--- config.mk ---
export PLATFORM = sky130hd
export DESIGN_NAME = imm_ext_pipe_flat
export DESIGN_NICKNAME = d
export VERILOG_FILES = /design/src/rtl/imm_ext_if.sv /design/src/rtl/imm_ext_pipe.sv /design/src/flat_wrapper.sv
export SDC_FILE = /design/constraint.sdc
export NUM_CORES = 1
export LEC_CHECK = 0
export ABC_CLOCK_PERIOD_IN_PS = 3740
export CORE_MARGIN = 10
export CORE_UTILIZATION = 45
export CTS_CLUSTER_SIZE = 30
export DETAILED_ROUTE_END_ITERATION = 8
export PLACE_DENSITY_LB_ADDON = 0.25
export SYNTH_ARGS = -nofsm -noshare
export SYNTH_HDL_FRONTEND = slang
export SYNTH_SLANG_ARGS = --single-unit
--- constraint.sdc ---
create_clock -name clk -period 3.74 [get_ports clk]
set_input_delay 0.561 -clock clk [delete_from_list [all_inputs] [get_ports clk]]
set_output_delay 0.561 -clock clk [all_outputs]
set_load 0.05 [all_outputs]
--- src/rtl/imm_ext_if.sv ---
// Request/result bundle for the immediate-extension pipeline.
//   master : drives in_valid, ext_op, imm16, pc_plus4, stall, flush;
//            receives out_valid, imm_out, op_err
//   slave  : the pipeline side of the same signals
interface imm_ext_if #(
  parameter int OUT_W = 32
);
  logic             in_valid;
  logic [2:0]       ext_op;
  logic [15:0]      imm16;
  logic [OUT_W-1:0] pc_plus4;
  logic             stall;
  logic             flush;
  logic             out_valid;
  logic [OUT_W-1:0] imm_out;
  logic             op_err;

  modport master (
    output in_valid, ext_op, imm16, pc_plus4, stall, flush,
    input  out_valid, imm_out, op_err
  );

  modport slave (
    input  in_valid, ext_op, imm16, pc_plus4, stall, flush,
    output out_valid, imm_out, op_err
  );
endinterface

--- src/rtl/imm_ext_pipe.sv ---
// Pipelined immediate generator for the decode/execute boundary.
// Extends imm16 to OUT_W bits (zero, sign, high, sign<<2, branch target)
// and carries the result through STAGES registers with stall/flush.
// Ports:
//   clk  : core clock, rising edge
//   rst  : synchronous active-high reset
//   bus  : imm_ext_if slave (request in, result/op_err out)
module imm_ext_pipe #(
  parameter int OUT_W  = 32,
  parameter int STAGES = 1
) (
  input  logic      clk,
  input  logic      rst,
  imm_ext_if.slave  bus
);

  localparam logic [2:0] OP_ZERO     = 3'b000;
  localparam logic [2:0] OP_SIGN     = 3'b001;
  localparam logic [2:0] OP_HIGH     = 3'b010;
  localparam logic [2:0] OP_SIGN_SH2 = 3'b011;
  localparam logic [2:0] OP_BRANCH   = 3'b100;

  logic [OUT_W-1:0] w_zext;
  logic [OUT_W-1:0] w_sext;
  logic [OUT_W-1:0] w_sh2;
  logic [OUT_W-1:0] w_result;
  logic             w_illegal;
  logic             w_accept;

  logic [STAGES-1:0] r_valid;
  logic [OUT_W-1:0]  r_data [STAGES];
  logic              r_op_err;

  assign w_zext = {{(OUT_W-16){1'b0}}, bus.imm16};
  assign w_sext = {{(OUT_W-16){bus.imm16[15]}}, bus.imm16};
  assign w_sh2  = {w_sext[OUT_W-3:0], 2'b00};

  always_comb begin
    w_result  = w_zext;
    w_illegal = 1'b0;
    case (bus.ext_op)
      OP_ZERO:     w_result = w_zext;
      OP_SIGN:     w_result = w_sext;
      OP_HIGH:     w_result = {w_sext[OUT_W-17:0], 16'h0000};
      OP_SIGN_SH2: w_result = w_sh2;
      OP_BRANCH:   w_result = bus.pc_plus4 + w_sh2;
      default: begin
        // illegal ops still produce the zero-extended value
        w_result  = w_zext;
        w_illegal = 1'b1;
      end
    endcase
  end

  assign w_accept = bus.in_valid & ~bus.stall & ~bus.flush;

  always_ff @(posedge clk) begin
    if (rst) begin
      r_valid  <= '0;
      r_op_err <= 1'b0;
      for (int k = 0; k < STAGES; k++) r_data[k] <= '0;
    end else if (bus.flush) begin
      // flush wins over stall; op_err is deliberately kept
      r_valid <= '0;
      for (int k = 0; k < STAGES; k++) r_data[k] <= '0;
    end else if (!bus.stall) begin
      r_valid[0] <= bus.in_valid;
      r_data[0]  <= bus.in_valid ? w_result : '0;
      for (int k = 1; k < STAGES; k++) begin
        r_valid[k] <= r_valid[k-1];
        r_data[k]  <= r_data[k-1];
      end
      if (w_accept && w_illegal) r_op_err <= 1'b1;
    end
  end

  assign bus.out_valid = r_valid[STAGES-1];
  assign bus.imm_out   = r_data[STAGES-1];
  assign bus.op_err    = r_op_err;

endmodule

--- src/flat_wrapper.sv ---
// flat-port wrapper written by rule: the top's interface ports become plain ports
module imm_ext_pipe_flat 
#(
  parameter int OUT_W  = 32,
  parameter int STAGES = 1
)
  (clk, rst, bus_in_valid, bus_ext_op, bus_imm16, bus_pc_plus4, bus_stall, bus_flush, bus_out_valid, bus_imm_out, bus_op_err);
  imm_ext_if #(.OUT_W(OUT_W)) bus_i ();
  input  logic clk;
  input  logic rst;
  input wire logic [$bits(bus_i.in_valid)-1:0] bus_in_valid;
  input wire logic [$bits(bus_i.ext_op)-1:0] bus_ext_op;
  input wire logic [$bits(bus_i.imm16)-1:0] bus_imm16;
  input wire logic [$bits(bus_i.pc_plus4)-1:0] bus_pc_plus4;
  input wire logic [$bits(bus_i.stall)-1:0] bus_stall;
  input wire logic [$bits(bus_i.flush)-1:0] bus_flush;
  output wire logic [$bits(bus_i.out_valid)-1:0] bus_out_valid;
  output wire logic [$bits(bus_i.imm_out)-1:0] bus_imm_out;
  output wire logic [$bits(bus_i.op_err)-1:0] bus_op_err;
  assign bus_i.in_valid = bus_in_valid;
  assign bus_i.ext_op = bus_ext_op;
  assign bus_i.imm16 = bus_imm16;
  assign bus_i.pc_plus4 = bus_pc_plus4;
  assign bus_i.stall = bus_stall;
  assign bus_i.flush = bus_flush;
  assign bus_out_valid = bus_i.out_valid;
  assign bus_imm_out = bus_i.imm_out;
  assign bus_op_err = bus_i.op_err;
  imm_ext_pipe #(.OUT_W(OUT_W), .STAGES(STAGES)) u_core (.clk(clk), .rst(rst), .bus(bus_i));
endmodule
* After elaboration in Yosys (flattened, before gate mapping)
Memory sizes are Yosys's and may differ from the RTL's.
Index checks and enable logic that the tools add are counted.
** Storage, ports and cells
- RAM bits :: 32
- Register bits :: 2
- Memories :: 1
- Output and inout bits :: 34
- Word-level logic and storage cells :: 35
** Memories
- u_core.r_data :: words 1, width 32, read ports 1, clocked after memory_dff 0, wr ports 1, line imm_ext_pipe.sv:31 : logic [OUT_W-1:0] r_data [STAGES];
** Cells by class
- Equal/unequal tests :: 4
- Muxes and demuxes :: 16
- Reduce and logical (&&, ||, !) cells :: 7
- Bitwise operators :: 4
- Add/subtract/negate cells :: 1
** Operator list (number)
- one-hot mux 32 bit (4 select lines) :: 1
- 2-to-1 mux 32 bit :: 3
- OR reduction 32 bit :: 2
- adder 32 bit :: 1
- 2-to-1 mux 1 bit :: 12
- equality test 3 x 2 -> 1 bit (second input constant) :: 2
- OR reduction 5 bit :: 1
- equality test 3 x 1 -> 1 bit (second input constant) :: 1
- equality test 3 bit (second input constant) :: 1
- logical NOT 3 bit :: 1
- AND reduction 3 bit :: 1
- AND 1 bit :: 2
- inverter 1 bit :: 2
- OR reduction 2 bit :: 1
- logical AND 1 bit :: 1

* Logic depth before layout (Yosys ltp)
- Depth in word-level cells :: 6
- Mapped depth :: 11

* Worst setup path after synthesis
No wires, ideal clock.
- Path type :: input -> register
- Start point :: in bus_pc_plus4[2]
- End point :: mem u_core.r_data[0][26] (data pin)
- Buffers on the path :: 0
- Setup slack :: 0.814 ns
- Stages on the path :: 11
- Arrival time :: 2.655 ns
- Library setup time :: 0.271 ns
- Cells stage by stage :: ha_1 -> inv_1 -> fa_1 -> and2b_1 -> o2111ai_1 -> a2111oi_2 -> o31ai_1 -> a21oi_2 -> a41oi_1 -> xor2_1 -> o22ai_1
** Between the ends
- Longest elaborated chain between the ends :: 4
** Ends and longest elaborated chain
- start, declared :: line flat_wrapper.sv:14 : input wire logic [$bits(bus_i.pc_plus4)-1:0] bus_pc_plus4;
- adder 32 bit :: line imm_ext_pipe.sv:46 : OP_BRANCH: w_result = bus.pc_plus4 + w_sh2;
- one-hot mux 32 bit (4 select lines) :: line imm_ext_pipe.sv:41 : case (bus.ext_op)
- 2-to-1 mux 32 bit :: line imm_ext_pipe.sv:68 : r_data[0] <= bus.in_valid ? w_result : '0;
- 2-to-1 mux 32 bit (no source line)
- end, declared :: line imm_ext_pipe.sv:31
No other way between the ends.

* Worst setup path in the final report
- Start point :: in bus_imm16[0]
- End point :: mem u_core.r_data[0][26] (data pin)
** Between the ends
- Longest elaborated chain between the ends :: 4
** Ends and longest elaborated chain
- start, declared :: line flat_wrapper.sv:13 : input wire logic [$bits(bus_i.imm16)-1:0] bus_imm16;
- adder 32 bit :: line imm_ext_pipe.sv:46
- one-hot mux 32 bit (4 select lines) :: line imm_ext_pipe.sv:41
- 2-to-1 mux 32 bit :: line imm_ext_pipe.sv:68
- 2-to-1 mux 32 bit (no source line)
No other way between the ends.

==> results.md <==
* Run status: complete, no violations
* Synthesized area at ~0.0035 mm^2
* DRT met1 WL at 4.93 mm
* Area of the core at 0.00769 mm^2
* Min Tclk post-route at approximately 3400 ps
* I/O Pins at 90
* Synth area leader: edfxtp_1
* Switch Pwr at around 0.46 mW
* Vias/cell at between 5 and 6
* Synth top area share at between 20% and 30%
* Critical-path maximum fanout at 3
* Die Ht at approximately 110 um
* Peak VDD IR at about 0.11 mV
* Flop pwr share at 34.8%
* Worst Hold Depth at 2
* Req. time, crit path at 3740 ps
* Register Area at approximately 0.0010 mm^2
* Routed Antenna Nets at 0
* Max-cap check violation count at 0
* GP Congestion at around 0.93
* Top FF cell, synth: edfxtp_1
* FMAX at about 290 MHz
* Met3 wire len at 1.02 mm
* Setup tns final at 0 ps
* Fin. max-slew vios at 0
* Cells after Synth at between 400 and 500
* Synthesized flop and latch total at 34
* Post-DP HPWL at around 8.8 mm
* Leak pwr at roughly 1.9 nW
* Final Hold Viols at 0
* Number of global-route vias before repair at approximately 3400
* Die X at about 110 um
* Final worst slack at 320 ps
* R2R depth at 2
* P_int at 0.799 mW
* First-pass GRT wire length at between 15 and 20 mm
* Setup WS pre-CTS at slightly above 40 ps
* Later-pin clock latency in the skew report at 280 ps
* Worst hold-check path type: reg2reg
* Drt pass-1 iters at 5
* Clk_skew at 0 ps
* Synth Net Count at just over 500
* TritonCTS clock tree: done
* Total power at approximately 1.3 mW
* CTS buffer count at 5
* Sw frac at between 30% and 40%
* Worst-margin pin slew at approximately 1000 ps
* Grt total ovfl at 0
* Ant diodes at 0
* Post-CTS Setup Inserts at 0
* Startpoint types: input pin
* Commonest non-fill, non-tap cell in the layout: clkdlybuf4s50_1
* Initial Util at 45.8%
* Hold Path End: u_core.bus.out_valid
* Routed wire length at 10.7 mm
* Top sig layer: met4
* Critical Path Sink Type: flop
* Post-Syn Area per Cell at about 8.2 um^2
* Layout filler cell count at ~700
* Most frequent cells in the layout: clkdlybuf4s50_1, a21oi_1, nor2_1
* Reg2Reg Capture Point: u_core.bus.op_err
* FFs w/ async S/R, synth at 0%
* Cts hold-fix bufs at 0
* Pwr dens at roughly 270 mW/mm^2
* RSZ-0062 raised after global routing: no
* Vias post-DR at roughly 3700
* Iter 0 DRT Violations at ~440
* Reg2Reg Setup Slack at between 3000 and 4000 ps
* Worst-path clk slew at ~70 ps
* Post-cts gate resize count at 0
* Synth cell types at 57
* Largest net degree at the start of global routing at 33
* Clock Sink Count at 34
* Multi-input logic area at roughly 0.0024 mm^2
* Nets@finish at approximately 610
* Syn-to-layout area delta at 32.7%
* Sequential fraction of the synthesis area at 28.4%
* Crit Path Category: in2reg
* Initial antenna violation count at 0
* Clock H-tree levels at 2
* Reg2reg start: u_core.bus.op_err
* Top post-synthesis cells by area: edfxtp_1, ha_1, a21oi_1
* Hold Path Origin: u_core.bus.out_valid
* Period utilisation layout at about nine tenths
* Met2 WL at between 4 and 5 mm
* Gr usage total at 17.4%
* CTS Root Cell: clkbuf_8
* Comb pwr share at 45.4%
* Routed len/inst at 17.2 um
* Clock Path Buffers at 2
* Synth warn at 0
* Arrival time worst endpoint at 3420 ps
* Clk network pwr share at 19.7%
* Post-synth EDFFs at 32
* Cell Rows at 32
* Final setup violation count at 0
* DR DRC count at 0
* DIE AREA at ~0.012 mm^2
* Rel. slew slack at around 32%
* Count of input and output buffers at between 80 and 90
* Share of layout cells above drive strength 1 at under 10%
[registers in the layout, indices dropped and copies added (netlist names)]
signal                flops
u_core.bus.out_valid      1
u_core.r_data            32
u_core.bus.op_err         1
[through the flow]
step,instances,utilization [%],instance area (um^2),hold slack (ps)
floorplan,429,-,3520,633
global placement,617,59.8,4600,448
detailed placement,617,59.8,4600,458
CTS,624,60.8,4680,467
global route,624,60.8,4680,489
finish,624,60.8,4680,464
[power groups by stage]
stage,logic [mW],clock network (mW),registers [mW]
5_1_grt,0.622,0.267,0.442
6_report,0.574,0.250,0.440
2_1_floorplan,0.300,0,0.517
4_1_cts,0.567,0.251,0.441
3_5_place_dp,0.564,0,0.449
3_3_place_gp,0.558,0,0.448
[cell families after synthesis]
logic type,synth area share [%]
compound gates,29.9
simple gates,20.1
buf+inv,3.98
flops,28.4
fa+ha+maj,10.9
xor+xnor,5.22
mux,1.46
[worst max path at each step]
stage	from	to	slack [ps]	cells past startpoint
after floorplan	bus_pc_plus4[2]	u_core.r_data[0][26]	810	11
after global placement	bus_imm16[0]	u_core.r_data[0][30]	150	13
after detailed placement	bus_imm16[0]	u_core.r_data[0][26]	40	13
after CTS	bus_imm16[0]	u_core.r_data[0][26]	330	13
after global routing	bus_imm16[0]	u_core.r_data[0][26]	160	13
final	bus_imm16[0]	u_core.r_data[0][26]	320	13
[Yosys cell counts, drive strengths merged (7+ instances only)]
master / number
nor3: 17
a21oi: 48
a21o: 11
nand3: 9
xor2: 9
ha: 29
o21bai: 8
o22ai: 13
a221oi: 12
inv: 11
o21ai: 18
xnor2: 12
a211oi: 9
edfxtp: 32
nor2: 46
nand2: 34
a22o: 9
buf: 7
clkbuf: 16
nand4: 9
[routing by layer]
| layer | vias to the layer above | GRT usage (%) |
|---|---|---|
| met2 | 171 | 26.7 |
| met1 | 1682 | 24.7 |
| met5 | - | 0 |
| li1 | 1820 | - |
| met3 | 20 | 3.09 |
| met4 | 0 | 4.24 |
[worst max-delay path, stage by stage]
cell	delay, ps
clkdlybuf4s50_1	480
ha_1	200
inv_1	60
fa_1	400
and2b_1	250
o2111ai_1	180
a2111oi_2	340
buf_4	190
o31ai_1	100
a21oi_2	240
a41oi_1	160
xor2_1	160
o22ai_1	100
[layout make-up]
| cell class | count | share of cell area [%] |
|---|---|---|
| multi-input combinational | 360 | 50.9 |
| timing repair buffer | 109 | 22.3 |
| sequential | 34 | 21.4 |
| tap | 102 | 2.73 |
| clock buffer | 5 | 1.47 |
| inverter | 12 | 0.963 |
| clock inverter | 2 | 0.214 |
Note: power is estimated with default switching activity, not from simulation.
